**src/rtl/znmi_arb.sv**
```systemverilog
// znmi_arb: prioritised multi-source NMI arbiter for a Z80 system.
// Handles request capture, ROM-fetch guarding, the NMI pulse, and the refresh-timed exit.
`default_nettype none

module znmi_arb #(
  parameter int NSRC      = 4,
  parameter int PULSE_LEN = 16,
  parameter int CLR_RFSH  = 3,
  parameter int SYNC_INT  = 1
) (
  input  logic            fclk,
  input  logic            rst_n,
  input  logic            zpos,
  input  logic            zneg,
  input  logic            int_start,
  input  logic [NSRC-1:0] set_nmi,
  input  logic [NSRC-1:0] src_mask,
  input  logic            clr_nmi,
  input  logic            rfsh_n,
  input  logic            m1_n,
  input  logic            mreq_n,
  input  logic            csrom,
  input  logic [15:0]     a,
  output logic            in_nmi,
  output logic            gen_nmi,
  output logic [NSRC-1:0] nmi_cause,
  output logic [NSRC-1:0] pending
);

  localparam int PW = $clog2(PULSE_LEN + 1);

  logic [NSRC-1:0] set_q, pend_q, pend_d, cause_q, cause_d;
  logic [NSRC-1:0] w_edge, w_win;
  logic [PW-1:0]   pcnt_q, pcnt_d;
  logic [3:0]      ccnt_q, ccnt_d;
  logic            arm_q, arm_d, in_nmi_q, in_nmi_d;
  logic            m1_smp_q, mreq_smp_q, was_m1_prev_q;
  logic            rom_q, rom_d;
  logic            w_was_m1, w_trig, w_grant;
  logic            unused_addr;

  assign unused_addr = ^a[13:0];

  assign w_edge   = set_q & ~set_nmi;
  assign w_win    = pend_q & (~pend_q + 1'b1);
  assign w_was_m1 = ~m1_smp_q & ~mreq_smp_q;
  assign w_trig   = (SYNC_INT != 0) ? int_start : zpos;
  assign gen_nmi  = (pcnt_q != '0);
  assign w_grant  = w_trig & (|pend_q) & ~in_nmi_q & ~gen_nmi & ~rom_q;

  always_comb begin
    pend_d   = (pend_q & ~(w_grant ? w_win : '0)) | (w_edge & src_mask);
    cause_d  = cause_q;
    in_nmi_d = in_nmi_q;
    arm_d    = arm_q;
    ccnt_d   = ccnt_q;
    pcnt_d   = pcnt_q;
    rom_d    = rom_q;

    if (w_was_m1 && !was_m1_prev_q)
      rom_d = csrom & (a[15:14] == 2'b00);

    if (w_grant) begin
      in_nmi_d = 1'b1;
      cause_d  = w_win;
      pcnt_d   = PW'(PULSE_LEN);
    end else if (pcnt_q != '0) begin
      pcnt_d = pcnt_q - 1'b1;
    end

    // A fresh clr_nmi always restarts the countdown, even when it is about to expire.
    if (clr_nmi && in_nmi_q) begin
      arm_d  = 1'b1;
      ccnt_d = 4'(CLR_RFSH);
    end else if (arm_q) begin
      if (ccnt_q == 4'd0) begin
        arm_d    = 1'b0;
        in_nmi_d = 1'b0;
        cause_d  = '0;
      end else if (zpos && !rfsh_n) begin
        ccnt_d = ccnt_q - 4'd1;
      end
    end
  end

  always_ff @(posedge fclk or negedge rst_n) begin
    if (!rst_n) begin
      set_q         <= '1;
      pend_q        <= '0;
      cause_q       <= '0;
      in_nmi_q      <= 1'b0;
      arm_q         <= 1'b0;
      ccnt_q        <= 4'd0;
      pcnt_q        <= '0;
      rom_q         <= 1'b0;
      m1_smp_q      <= 1'b1;
      mreq_smp_q    <= 1'b1;
      was_m1_prev_q <= 1'b0;
    end else begin
      set_q         <= set_nmi;
      pend_q        <= pend_d;
      cause_q       <= cause_d;
      in_nmi_q      <= in_nmi_d;
      arm_q         <= arm_d;
      ccnt_q        <= ccnt_d;
      pcnt_q        <= pcnt_d;
      rom_q         <= rom_d;
      was_m1_prev_q <= w_was_m1;
      if (zpos) m1_smp_q   <= m1_n;
      if (zneg) mreq_smp_q <= mreq_n;
    end
  end

  assign in_nmi    = in_nmi_q;
  assign nmi_cause = cause_q;
  assign pending   = pend_q;

endmodule

`default_nettype wire

```
**config.mk**
```make
export PLATFORM = sky130hd
export DESIGN_NAME = znmi_arb
export DESIGN_NICKNAME = d
export VERILOG_FILES = /design/src/rtl/znmi_arb.sv
export SDC_FILE = /design/constraint.sdc
export NUM_CORES = 1
export LEC_CHECK = 0
export ABC_CLOCK_PERIOD_IN_PS = 4100
export CORE_MARGIN = 2
export CORE_UTILIZATION = 45
export CTS_BUF_LIST = sky130_fd_sc_hd__clkbuf_4 sky130_fd_sc_hd__clkbuf_8 sky130_fd_sc_hd__clkbuf_16
export DETAILED_ROUTE_END_ITERATION = 12
export GPL_TIMING_DRIVEN = 1
export PLACE_DENSITY_LB_ADDON = 0.12
export SYNTH_ARGS = -nofsm -noshare
export SYNTH_HDL_FRONTEND = slang
export SYNTH_SLANG_ARGS = --single-unit
```
**constraint.sdc**
```tcl
create_clock -name fclk -period 4.1 [get_ports fclk]
set_input_delay 1.23 -clock fclk [delete_from_list [all_inputs] [get_ports fclk]]
set_output_delay 1.23 -clock fclk [all_outputs]
set_load 0.01 [all_outputs]
```
==> impl_results.md, run 1 <==
* Status: finished clean
* Max Freq at 0.301 GHz
* Port Buffers at 29
* Final Util at 59.6%
* Routability cong. at ~0.75
* Final Power at approximately 900 uW
* Post-synthesis cell type count at 35
* Tmin final at roughly 3300 ps
* Register share of total power at 48.7%
* H-tree depth at 1
* Number of fill cells at 250
* CTS Hold Bufs at 0
* Endpoint class of the critical path: output pin
* CTS buffer count at 3
* Final hold violations at 0
* I/O Pins at 44
* MaxCap Viol Count at 0
* Setup Skew at a little over 0.8 ps
* Multiplexer share of the synthesized area at around 5%
* Critical-path maximum fanout at 8
* Total clock sinks at 27
* Count leader, synth: dfrtp_1
* Post-synthesis compound-gate area fraction at approximately 16%
* Syn Nets at 152
* CP max stage cell: clkdlybuf4s50_1
* Internal Power at 569 uW
* DRT antenna net count at 0
* Via-to-Cell Ratio at approximately 5.5
* Yosys warns at 0
* Hold WC Path Type: reg -> reg
* TNS Setup at 0 ps
* Hold slack at between 500 and 600 ps
* DR vias at around 1000
* Rel. slew slack at 51.2%
* Number of synthesized flops with an enable pin at 0
* Area growth syn-to-layout at 28.5%
* Clock Latency Late Sink at 320 ps
* Worst-path clk slew at 140 ps
* Primary FF master, synth: dfrtp_1
* Initial core utilization at a little under half
* Leak pwr at 0.000651 uW
* Drt total wl at between 2 and 2.5 mm
* CTS Root Buffer Type: clkbuf_4
* Clock network fraction of design power at 13.4%
* Post-DR wirelength/cell at approximately 13 um
* Vias in the first global route at about 980
* Final worst slack at between 700 and 800 ps
* Critical path's largest stage delay at approximately 500 ps
* Data arrival, critical path at 2090 ps
* Top post-synthesis cells by count: dfrtp_1 (21), o21ai_0 (16), nand2_1 (9), nor2_1 (9)
* DR pass1 iterations at 4
* Die Span Y at between 50 and 60 um
* Post-Syn Area at 0.00126 mm2
* Fin. max-slew vios at 0
* Syn Area/Cell at around 11 um2
* Post-synthesis cell count at ~110
* Pwr dens at ~560 mW/mm2
* Initial antenna violation count at 0
* HPWL after DPL at 1.73 mm
* RSZ-0062 raised after global routing: false
* DRC at 0
* Core Box Area at between 0.002 and 0.003 mm2
* Worst-case clock buffer depth at 2
* Layout cells sized above 1 at about an eighth
* Sw Ratio at 36.5%
* TritonCTS clock tree: yes
* Setup violators final at 0
* Seq/Total Area, Yosys at between 50% and 60%
* Final cycle utilization of the critical path at about 81%
* #FFs+latches synth at 27
* Die X-Extent at around 57 um
* Post-cts resize count at 0
* Share of the synthesized area in the top cell type at around two fifths
* Cell Rows at 19
* Comb pwr share at between 30 and 40%
* Worst-path cell chain: inv_1, ha_1, nor4b_4, inv_4, clkdlybuf4s50_1
* Area share of xor/xnor cells in the synthesized design at 0.697%
* Slew @ Worst Pin at 725 ps
* Ys async rst share at 100%
* Peak supply drop at about 0.34 mV
* Largest cells by area after synthesis: dfrtp_1 (42%), dfstp_2 (13%), o21ai_0 (6.4%)
* Fin nets at ~190
* Largest net degree at the start of global routing at 28
* CP startpoint kind: flop
* Dominant cell type by area after synthesis: dfrtp_1
* First-pass GRT wire length at slightly above 4 mm
* Die Area at approximately 0.0032 mm2
* Setup Buffers After CTS at 0
* GRT overflow at 0
* Main combinational cell family by area after synthesis: simple AND/OR/NAND/NOR gates
* Ant diodes at 0
* Sw Pwr at 327 uW
* Pre-CTS setup slack at ~1100 ps
* Simple-gate share of the synthesized area at between 10% and 20%
* Required time of the critical path at between 2000 and 3000 ps
* CP Class: reg -> out
* Initial drt markers at 13
* Post-Synth Adder-Cell Area at 3.98%
* Total Routing Usage GR at between 10% and 20%
state kept, by name, indices dropped and copies added, names as in the netlist:
| signal | cells |
|---|---|
| was_m1_prev_q | 1 |
| mreq_smp_q | 1 |
| set_q | 4 |
| pcnt_q | 5 |
| pending | 4 |
| rom_q | 1 |
| ccnt_q | 4 |
| nmi_cause | 4 |
| m1_smp_q | 1 |
| in_nmi | 1 |
| arm_q | 1 |
worst paths after layout:
| check | startpoint | end | slack, ps | cells after the start |
|---|---|---|---|---|
| worst max register to register | pcnt_q[0] | nmi_cause[0] | 2180 | 6 |
| max in group asynchronous | rst_n | set_q[0] | 2540 | 2 |
| worst min register to register | set_q[3] | pending[3] | 500 | 2 |
| worst min-delay path | set_q[3] | pending[3] | 500 | 2 |
| min in group asynchronous | rst_n | pcnt_q[4] | 1250 | 2 |
| worst max-delay path | pcnt_q[0] | gen_nmi | 780 | 5 |
final cells by class:
cell class	count	area, um2	share of cell area (%)
multi-input combinational	78	536	33.2
tap	31	38.8	2.40
clock buffer	4	30.0	1.86
sequential	27	683	42.3
timing repair buffer	30	298	18.4
inverter	7	28.8	1.78
kinds of logic (layout without fill, tap and decap cells):
kind of cell | count (synthesis) | in the layout
AOI/OAI and AO/OA | 31 | 31
adders and majority gates | 4 | 4
buffers and inverters | 9 | 41
DFF | 27 | 27
muxes | 6 | 6
and+or+nand+nor | 36 | 36
xor gates and xnor gates | 1 | 1
placed cells by master (no fill, tap or decap), types with 2 or more instances in the layout:
cell,n
or4_1,2
or3b_2,2
dfrtp_1,21
nor3_1,2
mux2i_1,4
a21boi_0,2
inv_1,6
nand2_1,9
clkbuf_4,4
ha_1,4
mux2_2,2
dfstp_2,6
nand3_1,2
or3_1,3
nor2_1,9
o21ai_0,16
o31ai_1,3
o211ai_1,3
clkdlybuf4s50_1,29
power groups by stage:
stage               logic (uW)  registers, uW  clock network, uW
finish                     340            436                120
global route               389            452                136
CTS                        345            436                126
detailed placement         341            443                  0
global placement           328            437                  0
floorplan                  209            433                  0
metrics by stage:
step                cells  cell area [um2]
finish                177             1610
global route          177             1610
CTS                   177             1610
detailed placement    173             1580
global placement      173             1580
floorplan             114             1260
routing by layer:
metal	up-vias	GRT usage [%]	share of wire [%]
met2	30	24.4	44
li1	477	-	-
met1	466	22.6	48
met3	9	2.53	5.0
met5	-	0	0
met4	0	7.97	3.1
critical path, delay by kind of cell (launching register included):
kind,cells,cell delay [ps]
flops,1,440
fa+ha+maj,1,180
simple gates,1,440
buf+inv,3,710
Note: power is estimated with default switching activity, not from simulation.
==> run 2, diff against run 1 <==
Settings changed: ABC_CLOCK_PERIOD_IN_PS 4100 to 3000, CORE_UTILIZATION 45 to 40.
Clock period 4.1 ns to 3 ns, I/O delays scaled along.
==> run 2 against run 1 <==
Sequential cell count unchanged. Total power up 36%. Worst hold slack worse by 8.7 ps. Critical path type unchanged. Critical endpoint unchanged. Count of clock-buffer cells in the layout down 1. Global-route usage down 0.92 points. Cell count up 7.9%. Sequential power up 36%. Combinational power up 39%. Clock power up 30%. Highest routed layer unchanged.
==> impl_results.md, run 2 (synthesized netlist as in run 1, its figures left out) <==
* Ant diodes at 0 (unchanged)
* Critical-path maximum fanout at 8 (unchanged)
* Initial antenna violation count at 0 (unchanged)
* CP Class: reg -> out
* Layout cells sized above 1 at 13.6% (+0.59 points)
* Initial core utilization at 41.5% (-4.9 points)
* Fin nets at 186 (+0.54%)
* H-tree depth at 1 (unchanged)
* Sw Ratio at 36.9% (+0.38 points)
* Final cycle utilization of the critical path at 94.6%
* Fin. max-slew vios at 0 (unchanged)
* TNS Setup at 0 ps (unchanged)
* Die X-Extent at 60.0 um (+5.6%)
* First-pass GRT wire length at 4.10 mm (-1.2%)
* Tmin final at approximately 2800 ps
* Status: finished clean
* Worst-case clock buffer depth at 2 (unchanged)
* Leak pwr at 0.000655 uW (+0.72%)
* Internal Power at 771 uW (+36%)
* Comb pwr share at 38.6% (+0.7 points)
* Worst-path clk slew at 140 ps (about the same)
* Vias in the first global route at 952 (-3.2%)
* Hold WC Path Type: reg -> reg
* Cell Rows at 20 (+1)
* Via-to-Cell Ratio at 5.05 (-9.0%)
* Most frequent cells in the layout: clkdlybuf4s50_1 (29), dfrtp_1 (21), o21ai_0 (16)
* Peak supply drop at 0.313 mV (-8.3%)
* Initial drt markers at 10 (-3)
* Final hold violations at 0 (unchanged)
* Most flops, register: pcnt_q
* Routability cong. at 0.697 (-7.7%)
* GRT overflow at 0 (unchanged)
* CTS buffer count at 3 (unchanged)
* HPWL after DPL at 1.84 mm (+6.6%)
* Largest net degree at the start of global routing at 28 (unchanged)
* DRT antenna net count at 0 (unchanged)
* Endpoint class of the critical path: output pin
* Most common cell after layout, fill and taps aside: clkdlybuf4s50_1
* MaxCap Viol Count at 0 (unchanged)
* Die Span Y at 60.0 um (+5.6%)
* I/O Pins at 44 (unchanged)
* CTS Hold Bufs at 0 (unchanged)
* Number of fill cells at 288 (+15%)
* RSZ-0062 raised after global routing: false
* Required time of the critical path at 2100 ps (-770 ps)
* Register share of total power at 48.6% (about the same)
* TritonCTS clock tree: yes
* Slew @ Worst Pin at 681 ps (-43.8 ps)
* Post-cts resize count at 0 (unchanged)
* Clock network fraction of design power at 12.8% (-0.6 points)
* Area growth syn-to-layout at 30.2%
* Setup violators final at 0 (unchanged)
* DR vias at 964 (-1.8%)
* Setup Buffers After CTS at 0 (unchanged)
* Die Area at 0.00360 mm2 (+12%)
* DR pass1 iterations at 4 (unchanged)
* Core Box Area at 0.00303 mm2 (+12%)
* Data arrival, critical path at 1940 ps (-150 ps)
* Rel. slew slack at 54.2% (+2.9 points)
* Port Buffers at 29 (unchanged)
* Max Freq at between 0.3 and 0.4 GHz
* Post-DR wirelength/cell at 12.6 um (-3.6%)
* Setup Skew at 7.05 ps (+6.23 ps)
* Max reg flops at 5 (unchanged)
* Dpl cells at 187 (+8.1%)
* Clock Latency Late Sink at 330 ps (about the same)
* Post-route insts no fill at 191 (+7.9%)
* Total Routing Usage GR at 15.2% (-0.92 points)
* CP startpoint kind: flop
* CTS Root Buffer Type: clkbuf_4
* Total clock sinks at 27 (unchanged)
* DRC at 0 (unchanged)
* Drt total wl at 2.40 mm (+4.1%)
* Sw Pwr at 451 uW (+38%)
* Pwr dens at 748 mW/mm2 (+35%)
run 2: area by class of cell:
class / count / area [um2] / area share [%]
flip-flops and latches: 27 / 683 / 41.8
multi-input cells: 78 / 536 / 32.7
repair buffers: 31 / 305 / 18.7
well taps: 44 / 55.1 / 3.37
inverters: 7 / 28.8 / 1.76
clock buffers: 3 / 22.5 / 1.38
clock inverters: 1 / 5.00 / 0.306
run 2: power by group through the flow:
stage | sequential, uW | clock [uW] | combinational (uW)
2_1_floorplan | 592 | 0 | 286
3_3_place_gp | 599 | 0 | 456
3_5_place_dp | 603 | 0 | 477
4_1_cts | 596 | 169 | 479
5_1_grt | 617 | 177 | 530
6_report | 595 | 156 | 472
run 2: worst paths after layout:
kind | start | end | slack (ps) | cells past startpoint
max in group asynchronous | rst_n | set_q[2] | 1770 | 2
setup reg to reg | pcnt_q[0] | nmi_cause[0] | 1250 | 6
min in group asynchronous | rst_n | nmi_cause[0] | 930 | 2
hold / removal | set_q[3] | pending[3] | 500 | 2
hold reg to reg | set_q[3] | pending[3] | 500 | 2
setup / recovery | pcnt_q[0] | gen_nmi | 160 | 5
run 2: worst max-delay path: stages, from the launching register on:
cell             delay, ps
dfrtp_1                430
inv_1                  100
ha_1                   190
nor4b_4                280
inv_4                  110
clkdlybuf4s50_1        500
run 2: routing by layer:
metal	global-route usage, %	up-vias	wire length [um]
li1	-	481	-
met1	20.3	460	1070
met2	24.7	18	1190
met3	1.95	5	84
met4	6.67	0	46
met5	0	-	0
run 2: through the flow:
step	hold slack (ps)	power (uW)	utilization, %	cell area, um2	setup slack (ps)
after floorplan	457	878	-	1260	1030
after global placement	470	1050	53.1	1610	439
after detailed placement	476	1080	53.1	1610	440
after CTS	498	1240	54.0	1640	129
after global routing	523	1320	54.0	1640	61.8
final	495	1220	54.0	1640	161
==> run 3, diff against run 2 <==
--- a/config.mk
+++ b/config.mk
@@ -8,2 +8,3 @@
 export ABC_CLOCK_PERIOD_IN_PS = 3000
+export CORE_ASPECT_RATIO = 0.7
 export CORE_MARGIN = 2
==> constraint.sdc (replaced) <==
create_clock -name fclk -period 3 [get_ports fclk]
set_input_delay 0.6 -clock fclk [delete_from_list [all_inputs] [get_ports fclk]]
set_output_delay 0.6 -clock fclk [all_outputs]
set_load 0.01 [all_outputs]
==> run 3 against run 2 <==
Total power is 3.2% higher. Count of clock-buffer cells in the layout stayed put. Worst hold slack improved by 5.6 ps. Global-route usage is essentially flat. Largest power group unchanged. Sequential share of layout area down 0.096 points. Non-clock buffer count decreased by 1.
==> impl_results.md, run 3 (synthesized netlist as in run 1, its figures left out) <==
* Max Freq at 0.385 GHz (+9.3%)
* Area growth syn-to-layout at 30.5%
* Die X-Extent at 71.0 um (+18%)
* Most common cell after layout, fill and taps aside: clkdlybuf4s50_1
* TritonCTS clock tree: yes
* Most frequent cells in the layout: clkdlybuf4s50_1 (29), dfrtp_1 (21), o21ai_0 (16)
* Internal Power at 811 uW (+5.1%)
* Clock Latency Late Sink at 270 ps (-60 ps)
* DRT antenna net count at 0 (unchanged)
* CTS Root Buffer Type: clkbuf_8
* Setup Buffers After CTS at 0 (unchanged)
* Max reg flops at 5 (unchanged)
* Routability cong. at 0.784 (+13%)
* H-tree depth at 1 (unchanged)
* Initial antenna violation count at 0 (unchanged)
* Total clock sinks at 27 (unchanged)
* DRC at 0 (unchanged)
* Final Power at 1260 uW (+3.2%)
* CTS buffer count at 3 (unchanged)
* Initial drt markers at 76 (+66)
* Hold WC Path Type: reg -> reg
* Sw Ratio at 35.8% (-1.2 points)
* Initial core utilization at 43.6% (+2.1 points)
* Pwr dens at 770 mW/mm2 (+3.0%)
* Critical path's largest stage delay at 510 ps (about the same)
* CP top delay family: buffers and inverters
* CTS Hold Bufs at 0 (unchanged)
* HPWL after DPL at 1.82 mm (-1.3%)
* Fin area at 0.00164 mm2 (+0.23%)
* Peak supply drop at 0.349 mV (+11%)
* Data arrival, critical path at 2000 ps (+60 ps)
* Post-cts resize count at 0 (unchanged)
* Drt total wl at 2.33 mm (-3.0%)
* Comb pwr share at 36.5% (-2.1 points)
* TNS Setup at 0 ps (unchanged)
* Status: finished clean
* Required time of the critical path at 2400 ps (+300 ps)
* First-pass GRT wire length at 4.34 mm (+5.9%)
* Post-DR wirelength/cell at 12.8 um (+1.8%)
* Final cycle utilization of the critical path at 86.6% (-8.1 points)
* Largest net degree at the start of global routing at 28 (unchanged)
* Endpoint class of the critical path: output pin
* Clock network fraction of design power at 16.4% (+3.6 points)
* Worst-path clk slew at 90 ps (-50 ps)
* Worst-path cell chain: inv_1, ha_1, nor4b_4, inv_4, clkdlybuf4s50_1
* Ant diodes at 0 (unchanged)
* Vias in the first global route at 956 (+0.42%)
* Total Routing Usage GR at 15.2% (about the same)
* Register share of total power at 47.2% (-1.4 points)
* Worst-case clock buffer depth at 2 (unchanged)
* Fin nets at 185 (-0.54%)
* Setup violators final at 0 (unchanged)
* MaxCap Viol Count at 0 (unchanged)
* CP Class: reg -> out
* Slew @ Worst Pin at 766 ps (+84.3 ps)
* RSZ-0062 raised after global routing: false
* Worst hold start: m1_smp_q
* Cell Rows at 16 (-20%)
* Placed inst area at 0.00159 mm2 (-1.1%)
* Worst Path Buf+Inv at 3 (unchanged)
* CP max stage cell: clkdlybuf4s50_1
* DR pass1 iterations at 4 (unchanged)
* Crit path from: pcnt_q[0]
* Rel. slew slack at 48.5% (-5.7 points)
* Sw Pwr at 451 uW (about the same)
* Die Area at 0.00361 mm2 (+0.19%)
* GRT overflow at 0 (unchanged)
* Critical-path maximum fanout at 8 (unchanged)
* Port Buffers at 29 (unchanged)
* Core Box Area at 0.00288 mm2 (-4.8%)
* Leak pwr at 0.000654 uW (-0.21%)
* Tmin final at 2600 ps (-242 ps)
* Setup Skew at 4.48 ps (-2.57 ps)
* Most flops, register: pcnt_q
* Reg2reg start: pcnt_q[0]
* Number of fill cells at 257 (-11%)
* Layout cells sized above 1 at 13.0% (-0.59 points)
* Fin. max-slew vios at 0 (unchanged)
* DR vias at 962 (-0.21%)
* I/O Pins at 44 (unchanged)
* Die Span Y at 50.9 um (-15%)
* Final hold violations at 0 (unchanged)
* Via-to-Cell Ratio at 5.29 (+4.7%)
* CP startpoint kind: flop
-- run 3: changes by cell type in the layout (fill, tap and decap cells not counted) --
cell	delta
clkinvlp_4	+1
buf_4	-1
clkinv_2	-1
clkbuf_4	-3
clkbuf_8	+3
-- run 3: final timing paths --
kind	to	slack [ps]	cells past startpoint
setup / recovery	gen_nmi	400	5
hold / removal	was_m1_prev_q	500	1
setup reg to reg	nmi_cause[0]	1120	6
hold reg to reg	was_m1_prev_q	500	1
max in group asynchronous	m1_smp_q	2010	2
min in group asynchronous	pending[2]	690	2
-- run 3: layer usage --
layer / vias to the layer above / wire length (um) / global-route usage (%)
li1: 482 / - / -
met1: 461 / 1190 / 20.7
met2: 17 / 1030 / 24.9
met3: 2 / 96 / 4.14
met4: 0 / 8 / 2.83
met5: - / 0 / 0
-- run 3: metrics by stage --
stage	instances	hold slack, ps	util, %	setup slack (ps)
finish	182	501	56.9	403
global placement	178	471	55.2	708
CTS	182	506	56.9	385
global route	182	518	56.9	285
detailed placement	178	486	55.2	712
floorplan	114	304	-	1330
-- run 3: area by class of cell --
type,instances,area [um2],area share (%)
clock buffers,3,41.3,2.52
clock inverters,1,7.51,0.458
inverters,7,28.8,1.76
multi-input cells,78,536,32.7
flip-flops and latches,27,683,41.7
well taps,36,45.0,2.75
repair buffers,30,298,18.2
-- run 3: power by group through the flow --
stage	registers, uW	clock network [uW]	logic, uW
CTS	596	217	465
global placement	598	0	452
finish	595	207	460
detailed placement	604	0	463
floorplan	592	0	286
global route	614	236	532
